### src/rtl/wb_stage_mlane_pkg.sv
// Shared definitions for the multi-lane write-back stage: per-lane MEM->WS
// field layout, load-type encodings and the default lane count.
package wb_stage_mlane_pkg;

  localparam int LANES_DEF  = 2;
  localparam int LANE_BUS_W = 109;

  localparam int F_PC       = 0;
  localparam int F_RESULT   = 32;
  localparam int F_DEST     = 64;
  localparam int F_GR_WE    = 69;
  localparam int F_EX       = 70;
  localparam int F_BYTE_OFF = 71;
  localparam int F_RT_VALUE = 73;
  localparam int F_MEM_OP   = 105;
  localparam int F_RES_MEM  = 108;

  typedef enum logic [2:0] {
    OP_LW  = 3'd0,
    OP_LB  = 3'd1,
    OP_LBU = 3'd2,
    OP_LH  = 3'd3,
    OP_LHU = 3'd4,
    OP_LWL = 3'd5,
    OP_LWR = 3'd6,
    OP_RSV = 3'd7
  } mem_op_e;

  typedef struct packed {
    logic        res_from_mem;
    mem_op_e     mem_op;
    logic [31:0] rt_value;
    logic [1:0]  byte_off;
    logic        ex;
    logic        gr_we;
    logic [4:0]  dest;
    logic [31:0] result;
    logic [31:0] pc;
  } lane_t;

endpackage

### src/rtl/wb_stage_mlane_load_align.sv
// Load data alignment and extension for all MIPS load types, including the
// unaligned LWL/LWR merges with the old rt value.
module load_align
  import wb_stage_mlane_pkg::*;
(
  input  mem_op_e     mem_op,
  input  logic [1:0]  byte_off,
  input  logic [31:0] rd,
  input  logic [31:0] rt,
  output logic [31:0] value
);

  logic [7:0]  byte_sel;
  logic [15:0] half_sel;

  always_comb begin
    byte_sel = rd[{byte_off, 3'b000} +: 8];
    half_sel = byte_off[1] ? rd[31:16] : rd[15:0];
    case (mem_op)
      OP_LB:  value = {{24{byte_sel[7]}}, byte_sel};
      OP_LBU: value = {24'b0, byte_sel};
      // odd halfword offsets are not legal loads; return zero
      OP_LH:  value = byte_off[0] ? 32'b0 : {{16{half_sel[15]}}, half_sel};
      OP_LHU: value = byte_off[0] ? 32'b0 : {16'b0, half_sel};
      OP_LWL: begin
        case (byte_off)
          2'd0:    value = {rd[7:0],  rt[23:0]};
          2'd1:    value = {rd[15:0], rt[15:0]};
          2'd2:    value = {rd[23:0], rt[7:0]};
          default: value = rd;
        endcase
      end
      OP_LWR: begin
        case (byte_off)
          2'd0:    value = rd;
          2'd1:    value = {rt[31:24], rd[31:8]};
          2'd2:    value = {rt[31:16], rd[31:16]};
          default: value = {rt[31:8],  rd[31:24]};
        endcase
      end
      default: value = rd;
    endcase
  end

endmodule

### src/rtl/wb_stage_mlane.sv
// Multi-lane write-back stage: registers a MEM bundle, waits for the lane 0
// load response and commits every lane in one cycle. Trace ports: WB_TRACE_EN.
module wb_stage_mlane #(
  parameter int LANES      = wb_stage_mlane_pkg::LANES_DEF,
  parameter int DATA_W     = 32,
  parameter int LANE_BUS_W = wb_stage_mlane_pkg::LANE_BUS_W
) (
  input  logic                    clk,
  input  logic                    reset,
  output logic                    ws_allowin,
  input  logic                    ms_to_ws_valid,
  input  logic [LANES*LANE_BUS_W-1:0] ms_to_ws_bus,
  input  logic                    data_ok,
  input  logic [31:0]             data_rdata,
  output logic [LANES-1:0]        rf_we,
  output logic [LANES*5-1:0]      rf_waddr,
  output logic [LANES*DATA_W-1:0] rf_wdata,
  output logic [LANES*5-1:0]      wb_dest,
  output logic [LANES*DATA_W-1:0] wb_result,
  output logic [LANES-1:0]        wb_busy
`ifdef WB_TRACE_EN
  ,
  output logic [LANES*32-1:0]     debug_wb_pc,
  output logic [LANES*4-1:0]      debug_wb_rf_wen,
  output logic [LANES*5-1:0]      debug_wb_rf_wnum,
  output logic [LANES*32-1:0]     debug_wb_rf_wdata
`endif
);
  import wb_stage_mlane_pkg::*;

  logic                        ws_valid;
  logic [LANES*LANE_BUS_W-1:0] bus_r;
  logic [31:0]                 ld_buf;
  logic                        ld_got;
  lane_t                       lane [LANES];
  logic                        ld_need;
  logic                        ws_ready_go;
  logic                        commit;
  logic [31:0]                 ld_raw;
  logic [31:0]                 ld_aligned;
  logic [LANES-1:0]            lane_wr;
  logic [LANES-1:0]            lane_shadow;
  logic                        unused_fields;

  always_comb begin
    for (int i = 0; i < LANES; i++) lane[i] = lane_t'(bus_r[i*LANE_BUS_W +: LANE_BUS_W]);
  end

  assign ld_need     = ws_valid & lane[0].res_from_mem & ~lane[0].ex;
  assign ws_ready_go = ~ld_need | ld_got | data_ok;
  assign ws_allowin  = ~ws_valid | ws_ready_go;
  assign commit      = ws_valid & ws_ready_go;
  assign ld_raw      = data_ok ? data_rdata : ld_buf;

  always_ff @(posedge clk) begin
    if (reset) begin
      ws_valid <= 1'b0;
      bus_r    <= '0;
      ld_buf   <= '0;
      ld_got   <= 1'b0;
    end else begin
      if (ws_allowin) ws_valid <= ms_to_ws_valid;
      if (ms_to_ws_valid & ws_allowin) begin
        bus_r  <= ms_to_ws_bus;
        ld_got <= 1'b0;
      end else if (data_ok & ld_need) begin
        ld_got <= 1'b1;
      end
      if (data_ok & ld_need) ld_buf <= data_rdata;
    end
  end

  load_align u_load_align (
    .mem_op   (lane[0].mem_op),
    .byte_off (lane[0].byte_off),
    .rd       (ld_raw),
    .rt       (lane[0].rt_value),
    .value    (ld_aligned)
  );

  // a lane is shadowed when a younger lane writes the same nonzero register
  always_comb begin
    lane_wr     = '0;
    lane_shadow = '0;
    for (int i = 0; i < LANES; i++) lane_wr[i] = lane[i].gr_we & ~lane[i].ex;
    for (int i = 0; i < LANES; i++)
      for (int j = i + 1; j < LANES; j++)
        if (lane_wr[j] && (lane[j].dest == lane[i].dest) && (lane[i].dest != 5'd0))
          lane_shadow[i] = 1'b1;
  end

  always_comb begin
    logic [31:0] lane_res;
    rf_we     = '0;
    rf_waddr  = '0;
    rf_wdata  = '0;
    wb_dest   = '0;
    wb_result = '0;
    wb_busy   = '0;
    lane_res  = '0;
    for (int i = 0; i < LANES; i++) begin
      lane_res = ((i == 0) && lane[i].res_from_mem) ? ld_aligned : lane[i].result;
      rf_we[i]                    = commit & lane_wr[i] & ~lane_shadow[i];
      rf_waddr[i*5 +: 5]          = lane[i].dest;
      rf_wdata[i*DATA_W +: DATA_W] = lane_res;
      wb_dest[i*5 +: 5]           = (ws_valid & lane_wr[i]) ? lane[i].dest : 5'd0;
      wb_result[i*DATA_W +: DATA_W] = lane_res;
    end
    wb_busy[0] = ld_need & ~ld_got & ~data_ok;
  end

  // fields that only lane 0 or the trace path consume
  always_comb begin
    unused_fields = 1'b0;
    for (int i = 0; i < LANES; i++) unused_fields = unused_fields ^ (^lane[i].pc);
    for (int i = 1; i < LANES; i++)
      unused_fields = unused_fields ^ lane[i].res_from_mem ^ (^lane[i].mem_op)
                    ^ (^lane[i].rt_value) ^ (^lane[i].byte_off);
  end

`ifdef WB_TRACE_EN
  always_comb begin
    debug_wb_pc       = '0;
    debug_wb_rf_wen   = '0;
    debug_wb_rf_wnum  = '0;
    debug_wb_rf_wdata = '0;
    for (int i = 0; i < LANES; i++) begin
      debug_wb_pc[i*32 +: 32]       = lane[i].pc;
      debug_wb_rf_wen[i*4 +: 4]     = {4{rf_we[i]}};
      debug_wb_rf_wnum[i*5 +: 5]    = rf_waddr[i*5 +: 5];
      debug_wb_rf_wdata[i*32 +: 32] = rf_wdata[i*DATA_W +: 32];
    end
  end
`endif

endmodule

### config.mk
export PLATFORM = sky130hd
export DESIGN_NAME = wb_stage_mlane
export DESIGN_NICKNAME = d
export VERILOG_FILES = /design/src/rtl/wb_stage_mlane_pkg.sv /design/src/rtl/wb_stage_mlane_load_align.sv /design/src/rtl/wb_stage_mlane.sv
export SDC_FILE = /design/constraint.sdc
export NUM_CORES = 1
export LEC_CHECK = 0
export BUFFER_PORTS_ARGS = -buffer_cell sky130_fd_sc_hd__buf_2
export CAP_MARGIN = 40
export CORE_AREA = 2 2 160 162
export CTS_CLUSTER_DIAMETER = 30
export DETAILED_ROUTE_END_ITERATION = 6
export DIE_AREA = 0 0 162 164
export PLACE_DENSITY_LB_ADDON = 0.15
export SLEW_MARGIN = 5
export SYNTH_ARGS = -nofsm -noshare
export SYNTH_HDL_FRONTEND = slang
export SYNTH_SLANG_ARGS = --single-unit
### constraint.sdc
create_clock -name clk -period 4.9 [get_ports clk]
set_clock_uncertainty 0.2 [all_clocks]
set_input_delay 0.245 -clock clk [delete_from_list [all_inputs] [get_ports clk]]
set_output_delay 0.245 -clock clk [all_outputs]
set_load 0.01 [all_outputs]
# Yosys cells after proc, flatten, opt, wreduce, memory -nomap -nowiden
# Index checks and enable logic that the tools add are counted.
# word_totals
in_bits	254
regBits	214
out_inout_bits	153
# classes
n_bitwise	24
n_eq_ne	9
shifts	1
muxes	11
reduce_logical	5
# ops
op	n
$pmux W32 S3	2
$pmux W32 S6	1
$mux W32	3
$mux W16	2
$shiftx A32 B6 Y8	1
$and A1 B1 Y1	14
$mux W5	2
$eq A3 B3 Y1 const B	3
$not A1 Y1	7
$eq A3 B2 Y1 const B	2
$eq A5 B5 Y1	1
$reduce_bool A5 Y1	1
$eq A3 B1 Y1 const B	1
$or A1 B1 Y1	3
$eq A2 B1 Y1 const B	1
$eq A2 B2 Y1 const B	1
$logic_and A1 B1 Y1	2
$logic_not A2 Y1	1
$reduce_or A2 Y1	1
$mux W1	1

# Logic depth before layout (Yosys ltp)
# depth
ltp_word	8
ltp_mapped	10
mapped_depth_nobuf	6

# Hierarchy
# From an unflattened synthesis, not the netlist that was laid out.
# hier_totals
hier_cells	1179
hier_area_um2	9037.4
# by_module_without_submodules
mod	n_inst	area_each_um2	cells_per_inst
wb_stage_mlane	1	6916.6	857
load_align	1	2120.8	322

# Worst setup path before layout
# Ideal clock, no wire load.
# synth_path
path_type	input to output
startpoint	in data_ok
endpoint	out wb_result[9]
path_stages	7
slack_ns	2.397
arrival_time_ns	2.058
required_ns	4.455
path_buffers	2
cell_sequence	buf_6 mux2i_1 mux4_2 o21ai_4 nor2_1 a221oi_1 buf_4
# synth_via
elab_chain_cells	5
# synth_lines
item	line_no	text
start, declared	wb_stage_mlane.sv:13	input logic data_ok,
$mux W32 *	wb_stage_mlane.sv:53	assign ld_raw = data_ok ? data_rdata : ld_buf;
branches (longest 2 deep; another with $shiftx A32 B6 Y8)	n/a	
$pmux W32 S6 *	wb_stage_mlane_load_align.sv:19	case (mem_op)
$mux W32 *	wb_stage_mlane.sv:102	lane_res = ((i == 0) && lane[i].res_from_mem) ? ld_aligned : lane[i].result;
end, declared	wb_stage_mlane.sv:19	output logic [LANES*DATA_W-1:0] wb_result,
# Mark *: on every way between the ends.

# Final worst setup path
# layout_path
startpoint	reg bus_r[72]
endpoint	out wb_result[21]
# layout_via
elab_chain_cells	4
# layout_lines
item	line_no	text
start, declared	wb_stage_mlane.sv:32	logic [LANES*LANE_BUS_W-1:0] bus_r;
start signal, assigned	wb_stage_mlane.sv:64	bus_r <= ms_to_ws_bus;
branches (longest 2 deep; another with $shiftx A32 B6 Y8)	n/a	
$pmux W32 S6 *	wb_stage_mlane_load_align.sv:19	
$mux W32 *	wb_stage_mlane.sv:102	
# Marks and branches as above.

==> impl_metrics.tcl <==
set metrics [dict create \
    outcome "finished, final reports clean" \
    first_iter_violations 855 \
    grt_use_total_pct 25.1 \
    syn-num-nets 1455 \
    fillers 2561 \
    antennaDiodeCount 0 \
    cts_setup_buffers 0 \
    numCtsBuffers 17 \
    grt_max_degree 73 \
    path_class "register to output port" \
    worst-path-max-fanout 19 \
    tritoncts "built" \
    p_leak_nw 5.24 \
    grt_pass1_vias 8828 \
    insertion_delay_ns 0.43 \
    layout_commonest_cell "nand2_1" \
    tightest_slew_ns 0.807 \
    setup_slack_ns 1.02 \
    r2r_start "ws_valid" \
    cp-start-kind "register" \
    avgSynthCellArea_sq_um 7.41 \
    tns_ns 0 \
    layout_common_cells "nand2_1 (318), buf_2 (302), a21oi_1 (164), dfxtp_1 (150), dlygate4sd3_1 (149)" \
    rsz0062_at_grt "false" \
    pre_cts_ws_ns 1.50 \
    syn_to_final_growth_pct 33.8 \
    port_buffers 303 \
    gr-total-overflow 0 \
    holdCritStartpoint "reset" \
    final_max_slew_viol_count 0 \
    synth.distinct_cells 52 \
    ys_seq_area_share_pct 33.7 \
    synthFlopType "dfxtp_1" \
    wl_per_cell_microns 18.7 \
    detail_route.drc_violations 0 \
    worstRegToRegCells 6 \
    drtPass1Iterations 6 \
    gp_congestion 0.892 \
    grt_antenna_before_repair 0 \
    dpl-instance-area_sq_um 9810 \
    hpwl_microns 24600 \
    holdBufCountCts 149 \
    multi_input_area_sq_um 4670 \
    min_delay_path_depth 2 \
    synthArstFlopShare_pct 0 \
    clock-sinks 150 \
    die_area_sq_um 26600 \
    avgViaCountPerCell 5.20 \
    min_period_ns 3.88 \
    synth_cells 1201 \
    cellPowerDensity_nw_per_um2 291 \
    whs_endpoint "bus_r[168]" \
    yosysWarningCount 0 \
    routed_wirelength_microns 34300 \
    synth-edff-count 0 \
    ios 407 \
    period_share_pct 79.2 \
    ys_ff_latch 150 \
    fmax_mhz 258 \
    hold_path_class "input pin to register" \
    grt_pass1_wl_microns 51400 \
    htreeDepth 4 \
    regArea_sq_um 3000 \
    die_w_microns 162 \
    rows 58 \
    whs_ns 0.0368 \
    critPathRequiredTime_ns 4.45 \
    r2r-end "bus_r[108]" \
    cts-root-buf "clkbuf_16" \
    cts.clk_slew.worst_paths_ns 0.08 \
    vdd_drop_max_mv 0.201 \
    drive_gt1_share_pct 26.5 \
    maxCapViolCount 0 \
    postLayoutCellArea_sq_um 11900 \
    worstPathArrival_ns 3.43 \
    postRouteAntennaNets 0 \
    postCtsResizedCells 0 \
    cts_buffer_depth 2 \
    setup_violations 0 \
    hold_violations 0 \
    cp-end-kind "output port" \
    die_y_microns 164 \
    initial_core_util_pct 35.9 \
    core-area_sq_um 24800 \
    r2r_slack_ns 2.34 \
    num_vias 9549 \
    synth_area_sq_um 8900 \
    nets 1747 \
    slew-limit-headroom_pct 45.9 \
]
-- critical path: stages, from the launching register on --
cell and delay, ns:
dfxtp_1 0.81, mux4_2 0.68, o21ai_4 0.55, nor4_1 0.13, o2bb2ai_1 0.54, buf_2 0.28
-- cell families after synthesis --
kind of cell | Yosys count | synth area share [%]
xor+xnor | 4 | 0.394
mux | 82 | 10.1
simple gates | 443 | 20.6
flops | 150 | 33.7
buf+inv | 205 | 13.9
other cells | 1 | 0.0421
compound gates | 316 | 21.3
-- area by class of cell --
class / instances / share of cell area [%]
multi-input cells: 846 / 39.3
repair buffers: 472 / 26.8
flip-flops and latches: 150 / 25.2
clock buffers: 17 / 3.57
well taps: 330 / 3.47
clock inverters: 15 / 1.47
inverters: 6 / 0.189
-- through the flow --
step / utilization, % / instances / power (mW)
after CTS: 48.0 / 1836 / 3.49
after global routing: 48.0 / 1836 / 3.61
final: 48.0 / 1836 / 3.46
after detailed placement: 39.5 / 1655 / 2.02
after global placement: 39.4 / 1654 / 2.01
after floorplan: - / 1201 / 1.81
-- routing by layer --
metal  GRT usage (%)  vias to the layer above  share of wire (%)
li1                -                     4644                  -
met1            34.6                     4489                 46
met2            39.4                      379                 45
met3            5.61                       37                7.1
met4            7.16                        0                2.0
met5               0                        -                  0
-- report_power, final --
| group | switching [mW] | leakage, nW | internal [mW] |
|---|---|---|---|
| combinational | 0.428 | 3.71 | 0.329 |
| sequential | 0.0566 | 1.23 | 1.28 |
| clock | 0.635 | 0.298 | 0.736 |
| total | 1.12 | 5.24 | 2.34 |
-- synthesized netlist by cell type, drive strengths merged (3+ instances only) --
master,count,area [sq um]
nand2,319,1200
a21oi,164,821
dfxtp,150,3000
buf,145,1010
nor2,56,213
clkbuf,54,203
mux2i,47,470
o21ai,41,216
mux2,32,360
o22ai,31,194
nor3,22,110
o2bb2ai,22,193
and3,12,75.1
a22oi,10,80.1
nor4,9,56.3
a31oi,8,50.1
a221oi,7,61.3
a211oi,6,45.0
a222oi,6,60.1
nand3,5,25.0
inv,4,15.0
nor2b,4,25.0
o311ai,4,35.0
o31ai,4,30.0
o32ai,4,35.0
mux4,3,67.6
nand2b,3,18.8
o21a,3,22.5
o221ai,3,26.3
xor2,3,26.3
-- registers in the layout, indices dropped and copies added, names as in the netlist --
| register | flops |
|---|---|
| bus_r | 116 |
| ld_got | 1 |
| ws_valid | 1 |
| ld_buf | 32 |
-- worst max path at each step --
stage | slack [ns] | cells past startpoint | from | to
after detailed placement | 1.50 | 5 | bus_r[72] | wb_result[21]
after global routing | 0.91 | 5 | bus_r[72] | wb_result[27]
after floorplan | 2.40 | 7 | data_ok | wb_result[9]
after global placement | 1.48 | 8 | data_ok | rf_wdata[16]
final | 1.02 | 5 | bus_r[72] | wb_result[21]
after CTS | 1.03 | 5 | bus_r[72] | wb_result[21]
Note: power is estimated with default switching activity, not from simulation.
